### src/rtl/bus_decoder_ws.sv
// rtl/bus_decoder_ws.sv - JB-8 bus decoder with per-region wait states and ROM bank register
// Optional bus error pulse built when DECODER_BUSERR_EN is defined.
module bus_decoder_ws #(
    parameter int          IO_CHANNELS    = 4,
    parameter logic [15:0] IO_BASE        = 16'hE000,
    parameter int          IO_STRIDE_LOG2 = 4,
    parameter logic [15:0] ROM_BASE       = 16'hE100,
    parameter int          BANK_BITS      = 3,
    parameter int          RAM_WAIT       = 0,
    parameter int          IO_WAIT        = 2,
    parameter int          ROM_WAIT       = 1
) (
    input  logic                   clk,
    input  logic                   rst_N,
    input  logic [15:0]            addr,
    input  logic                   bus_e,
    input  logic                   bus_rw,
    input  logic [7:0]             data_in,
    output logic                   ram_sel_N,
    output logic                   rom_sel_N,
    output logic [IO_CHANNELS-1:0] io_sel_N,
    output logic                   rd_N,
    output logic                   wr_N,
    output logic                   mrdy,
    output logic [BANK_BITS-1:0]   rom_bank,
    output logic                   bus_err
);

    localparam int          STRIDE   = 1 << IO_STRIDE_LOG2;
    localparam logic [16:0] BREG_LO  = {1'b0, IO_BASE} + 17'(IO_CHANNELS * STRIDE);
    localparam logic [16:0] BREG_HI  = BREG_LO + 17'(STRIDE);
    localparam logic [3:0]  RAM_W    = 4'(RAM_WAIT);
    localparam logic [3:0]  IO_W     = 4'(IO_WAIT);
    localparam logic [3:0]  ROM_W    = 4'(ROM_WAIT);

    generate
        if (BREG_HI > {1'b0, ROM_BASE}) begin : g_bad_map
            $error("bus_decoder_ws: bank register slot overlaps ROM_BASE");
        end
    endgenerate

    typedef enum logic [1:0] {S_IDLE, S_WAIT, S_DONE} state_t;

    state_t                 r_state;
    logic [3:0]             r_cnt;
    logic                   r_e_q;
    logic [BANK_BITS-1:0]   r_rom_bank;

    logic [16:0]            w_addr_x;
    logic                   w_ram;
    logic                   w_rom;
    logic                   w_breg;
    logic [IO_CHANNELS-1:0] w_io;
    logic                   w_io_any;
    logic                   w_rise;
    logic                   w_fall;
    logic [3:0]             w_wait;
    logic                   w_unused;

    assign w_addr_x = {1'b0, addr};
    assign w_ram    = addr < IO_BASE;
    assign w_rom    = addr >= ROM_BASE;
    assign w_breg   = (w_addr_x >= BREG_LO) && (w_addr_x < BREG_HI);

    genvar k;
    generate
        for (k = 0; k < IO_CHANNELS; k++) begin : g_io
            localparam logic [16:0] SLOT_LO = {1'b0, IO_BASE} + 17'(k * STRIDE);
            localparam logic [16:0] SLOT_HI = SLOT_LO + 17'(STRIDE);
            assign w_io[k] = (w_addr_x >= SLOT_LO) && (w_addr_x < SLOT_HI);
        end
    endgenerate

    assign w_io_any  = |w_io;
    assign ram_sel_N = ~w_ram;
    assign rom_sel_N = ~w_rom;
    assign io_sel_N  = ~w_io;
    assign rd_N      = ~(bus_e & bus_rw);
    assign wr_N      = ~(bus_e & ~bus_rw);

    assign w_rise = bus_e & ~r_e_q;
    assign w_fall = ~bus_e & r_e_q;

    // Bank register slot and reserved hole both run with no wait states.
    always_comb begin
        w_wait = 4'd0;
        if (w_ram)
            w_wait = RAM_W;
        else if (w_io_any)
            w_wait = IO_W;
        else if (w_rom)
            w_wait = ROM_W;
    end

    assign mrdy = ~(((r_state == S_IDLE) && w_rise && (w_wait != 4'd0)) ||
                    ((r_state == S_WAIT) && !w_fall));

    // The rise cycle is the first wait clk, so cnt holds the remaining ones.
    always_ff @(posedge clk or negedge rst_N) begin
        if (!rst_N) begin
            r_state    <= S_IDLE;
            r_cnt      <= 4'd0;
            r_e_q      <= 1'b0;
            r_rom_bank <= '0;
        end else begin
            r_e_q <= bus_e;
            if (w_fall && !bus_rw && w_breg)
                r_rom_bank <= data_in[BANK_BITS-1:0];
            case (r_state)
                S_IDLE: begin
                    if (w_rise) begin
                        if (w_wait > 4'd1) begin
                            r_cnt   <= w_wait - 4'd1;
                            r_state <= S_WAIT;
                        end else begin
                            r_cnt   <= 4'd0;
                            r_state <= S_DONE;
                        end
                    end
                end
                S_WAIT: begin
                    if (w_fall) begin
                        r_cnt   <= 4'd0;
                        r_state <= S_IDLE;
                    end else begin
                        r_cnt <= r_cnt - 4'd1;
                        if (r_cnt == 4'd1)
                            r_state <= S_DONE;
                    end
                end
                S_DONE: begin
                    if (w_fall)
                        r_state <= S_IDLE;
                end
                default: r_state <= S_IDLE;
            endcase
        end
    end

    assign rom_bank = r_rom_bank;
    assign w_unused = &{1'b0, data_in, r_cnt};

`ifdef DECODER_BUSERR_EN
    logic w_hole;
    logic r_bus_err;

    assign w_hole = ~w_ram & ~w_io_any & ~w_breg & ~w_rom;

    always_ff @(posedge clk or negedge rst_N) begin
        if (!rst_N)
            r_bus_err <= 1'b0;
        else
            r_bus_err <= w_fall & (w_hole | (w_rom & ~bus_rw) | (w_breg & bus_rw));
    end

    assign bus_err = r_bus_err;
`else
    assign bus_err = 1'b0;
`endif

endmodule

### config.mk
export PLATFORM = sky130hd
export DESIGN_NAME = bus_decoder_ws
export DESIGN_NICKNAME = d
export VERILOG_FILES = /design/src/rtl/bus_decoder_ws.sv
export SDC_FILE = /design/constraint.sdc
export NUM_CORES = 1
export LEC_CHECK = 0
export CAP_MARGIN = 30
export CORE_AREA = 10 10 56 58
export DETAILED_ROUTE_END_ITERATION = 7
export DIE_AREA = 0 0 66 68
export PLACE_DENSITY = 0.73
export SKIP_CTS_REPAIR_TIMING = 1
export SYNTH_ARGS = -nofsm -noshare
export SYNTH_HDL_FRONTEND = slang
export SYNTH_SLANG_ARGS = --single-unit
### constraint.sdc
create_clock -name clk -period 1.2 [get_ports clk]
set_input_delay 0.24 -clock clk [delete_from_list [all_inputs] [get_ports clk]]
set_output_delay 0.24 -clock clk [all_outputs]
set_load 0.01 [all_outputs]
=== Word-level counts from Yosys, hierarchy flattened ===
Index checks and enable logic that the tools add are counted.

* Flip-flop bits (word level): 10
* Input bits: 28
* Output and inout port bits: 13
* Logic and storage cells: 70

* Add/sub/neg operators: 2
* Order comparisons: 13
* Eq/ne operators: 6
* Multiplexer cells: 13
* Bitwise operators: 13
* Reductions and logical operators: 19

{| class="wikitable"
|+ Operators with widths
! kind !! count
|-
| >= comparator 16 bit, second input constant || 6
|-
| less-than comparator 16 bit, second input constant || 6
|-
| two-way mux 4 bit || 4
|-
| two-way mux 2 bit || 6
|-
| logical AND 1 bit || 10
|-
| NOT 1 bit || 8
|-
| one-hot mux 4 bit (2 select lines) || 1
|-
| subtractor 4 x 1 -> 4 bit, second input constant || 2
|-
| one-hot mux 2 bit (3 select lines) || 1
|-
| bitwise AND 1 bit || 4
|-
| == test 4 x 1 -> 1 bit, second input constant || 1
|-
| greater-than comparator 4 x 1 -> 1 bit, second input constant || 1
|-
| inequality test 2 bit, second input constant || 2
|-
| NOT 4 bit || 1
|-
| nonzero test 4 bit || 1
|-
| OR reduction 4 bit || 1
|-
| inequality test 3 x 2 -> 1 bit, second input constant || 1
|-
| AND reduction 3 bit || 1
|-
| == test 2 x 1 -> 1 bit, second input constant || 1
|-
| == test 2 bit, second input constant || 1
|-
| zero test 1 bit || 2
|-
| zero test 2 bit || 1
|-
| AND reduction 2 bit || 1
|-
| nonzero test 2 bit || 1
|-
| 2 further kinds || 2
|}

=== Logic depth before layout (Yosys ltp) ===
* Depth after elaboration: 9
* Gate-level depth with buffers: 6
* Mapped depth without buffers: 6

=== Least setup slack after synthesis ===
No wires, ideal clock.

* Path type: in2out
* From: input addr[12]
* To: output io_sel_N[2]
* Arrival time: 1072 ps
* Data required time: 960 ps
* Setup slack: -112 ps
* Cell stages on the path: 4
* Buffers on the path: 0
* Cells stage by stage: nor3_1 nand2_1 nor4_4 nand3b_1

* Cells in the longest elaborated chain, start to end: 3
* Elaborated cells between the ends (all ways): 4
* Those cells by class: order compare (2); bitwise (1); reduce/logical (1)

{| class="wikitable"
|+ Ends and longest elaborated chain
! item !! line !! text
|-
| start, declared || 15 || <nowiki>input logic [15:0] addr,</nowiki>
|-
| >= comparator 16 bit or less-than comparator 16 bit (tied branches) || 70 || <nowiki>assign w_io[k] = (w_addr_x >= SLOT_LO) && (w_addr_x < SLOT_HI);</nowiki>
|-
| logical AND 1 bit (*) || 70 ||
|-
| NOT 4 bit (*) || 77 || <nowiki>assign io_sel_N = ~w_io;</nowiki>
|-
| end, declared || 21 || <nowiki>output logic [IO_CHANNELS-1:0] io_sel_N,</nowiki>
|}

Every way passes the cells marked *; elsewhere a longest branch is shown, timed or not.

=== Final worst setup path ===
* From: register r_state[1]
* To: output mrdy

* Cells in the longest elaborated chain, start to end: 5
* Elaborated cells between the ends (all ways): 7
* Those cells by class: eq/ne (1); bitwise (1); reduce/logical (5)

{| class="wikitable"
|+ Ends and longest elaborated chain
! item !! line !! text
|-
| start, declared || 44 || <nowiki>state_t r_state;</nowiki>
|-
| start signal, assigned || 101 || <nowiki>r_state <= S_IDLE;</nowiki>
|-
| start signal, assigned || 114 || <nowiki>r_state <= S_WAIT;</nowiki>
|-
| start signal, assigned || 117 || <nowiki>r_state <= S_DONE;</nowiki>
|-
| zero test 2 bit || 95 || <nowiki>assign mrdy = ~(((r_state == S_IDLE) && w_rise && (w_wait != 4'd0)) ||</nowiki>
|-
| logical AND 1 bit (2 in series) || 95 ||
|-
| logical OR 1 bit (*) || 95 ||
|-
| NOT 1 bit (*) || 95 ||
|-
| end, declared || 24 || <nowiki>output logic mrdy,</nowiki>
|}

Marks and branches as above.

==> metrics <==
Worst Path Max Fanout=2; R2R cell count=5; layout cells sized above 1=0.397; fin crit share=1.30; Max-Cap Viols=0; element type at the critical path start=flop; largest cells by area after synthesis=dfrtp_1 (39%), nor2_1 (6.4%), mux2_2 (5.3%), a21oi_1 (4.7%), ha_1 (3.9%); CTS Buffer Depth=2; ant diodes=0; Total Wirelength=2070 µm; CP required=0.96 ns; nets=152; Hold/Removal Path Class=input pin to asynchronous set/reset pin; area grow syn2layout=86.7%; Die Ht=68 µm; max frequency=643 MHz; Clk network pwr share=0.324; pwr dens=786 mW/mm²; final hold vios=0; # setup viols final=14; Synth cell types=30; port bufs=30; dpl cells=143; initial core utilization=0.304; status=finished with violations; per-cell routed wire length=13.9 µm; Die Wd=66 µm; asr flop ratio synth=1.00; number of global-route vias before repair=737; final core utilization=0.568; Syn Nets=102; Seq/Total Area, Yosys=0.391; vias per cell=4.64; PnR worst setup slack=-0.355 ns; leakage power=0.661 nW; top-count cell post-synth=nor2_1; Commonest cells post-synth=nor2_1 (11), dfrtp_1 (10), a21oi_1 (6), nand2_1 (5), o21ai_0 (4); DRT antenna net count=0; top-area cell type share of the netlist area=0.391; Post-Syn Area=641 µm²; kind of critical path=flop to output pin; Clk Latency, worst-skew pair=0.26 ns; worst hold slack=0.266 ns; Final TNS setup=-2.86 ns; Sinks on Clock Net=10; row count=17; Period minus WS final=1.56 ns; total power=0.000940 W; switching power=0.000250 W; initial DRC count=49; worst vdd ir=0.354 mV; clock skew=0.00802 ns; Die ar.=0.00449 mm²; Pre-Repair DR Iteration Count=4; DRC viols=0; Max Slew Vio Count=0; internal power=0.000691 W; gpl congestion=0.800; CTS tree=done; Worst EP arrival=1.32 ns; FILL cells=204; storage element area=250 µm²; Ys Warns=0; Total GRT Usage=0.0898; CTS root buffer=clkbuf_4; synthesized instance count=72; top_reg_cell synth=dfrtp_1; routed vias=691; multi-input logic area=418 µm²; clock-pin slew on the worst setup and hold paths=0.08 ns; number of antenna violations at the first check in global routing=0; sw frac=0.265; cts bufs inserted=3; largest net degree at the start of global routing=11; I/O pin count=41; Mean Syn Cell Area=8.90 µm²; grt ovf=0; Seq pwr share=0.399; post-synth top area cell=dfrtp_1; fin cells=149; CTS HTree Levels=1; unrepaired setup endpoints after global routing=yes; Seq cells post-synth=10; Post-synth EDFFs=0; Core ar.=0.00211 mm²; endpoint class of the critical path=output pin; detailed placement HPWL=1670 µm; first-pass GRT wire length=3170 µm; Gate power share=0.276; failing checks=negative setup slack
-- power groups by stage --
stage                     logic (W)  clock network (W)  registers, W
final                      0.000260           0.000305      0.000376
after global routing       0.000292           0.000331      0.000379
after CTS                  0.000259           0.000316      0.000374
after detailed placement   0.000258                  0      0.000381
after global placement     0.000250                  0      0.000380
after floorplan            0.000107                  0      0.000375
-- cells by family after synthesis --
kind of cell / Yosys count / synth area share
other: 1 / 0.00585
muxes: 3 / 0.0527
DFF: 10 / 0.391
AOI/OAI and AO/OA: 14 / 0.131
and+or+nand+nor: 36 / 0.338
buffers and inverters: 6 / 0.0430
adders and majority gates: 2 / 0.0391
-- cell usage in the layout, fill, tap and decap left out, types with 2 or more instances in the layout --
cell             Yosys  final
mux2_2               3      2
buf_6                0      6
dfrtp_1             10     10
ha_1                 2      2
nor2_1              11     11
a21oi_1              6      6
clkdlybuf4s50_1      0      6
clkbuf_4             0      3
inv_1                3      2
clkbuf_2             0      5
nand2_2              0      2
and2_1               2      2
nor3_4               0      2
dlymetal6s2s_1       0     13
nand3b_1             2      2
buf_2                1      2
o21ai_0              4      3
nand2_1              5      3
buf_4                1     16
-- final timing paths --
kind,from,to,slack [ns]
worst max-delay path,r_state[1],mrdy,-0.36
worst min-delay path,rst_N,r_state[0],0.27
worst max register to register,r_e_q,rom_bank[2],-0.33
worst min register to register,rom_bank[0],rom_bank[0],0.51
max in group asynchronous,rst_N,rom_bank[0],0.78
min in group clk,bus_e,r_e_q,0.34
-- per-layer routing --
layer  global-route usage  vias to the layer above  wire length (µm)
met2                0.169                       16              1160
met4               0.0236                        0                 7
met3               0.0424                        2               148
li1                     -                      351                 -
met1               0.0865                      322               758
met5                    0                        -                 0
-- through the flow --
step                setup WS, ns  cell area (µm²)
floorplan                -0.0837              661
global placement          -0.913             1100
detailed placement        -0.953             1100
CTS                       -0.950             1130
global route              -0.403             1200
finish                    -0.355             1200
-- layout make-up --
class                           count  area share
Multi-Input combinational cell     56       0.349
Sequential cell                    10       0.209
Inverter                            3     0.00941
Tap cell                           28      0.0293
Timing Repair Buffer               48       0.372
Clock buffer                        4      0.0303
-- sequential cells by signal, summed over array words and instances, names as in the netlist --
name / cells
rom_bank: 3
r_state: 2
r_cnt: 4
r_e_q: 1
-- worst max-delay path, stage by stage (launching register included) --
cell	delay, ns
dfrtp_1	0.40
nor4b_2	0.28
o21ai_1	0.10
and2_1	0.14
buf_2	0.13
Note: power is estimated with default switching activity, not from simulation.
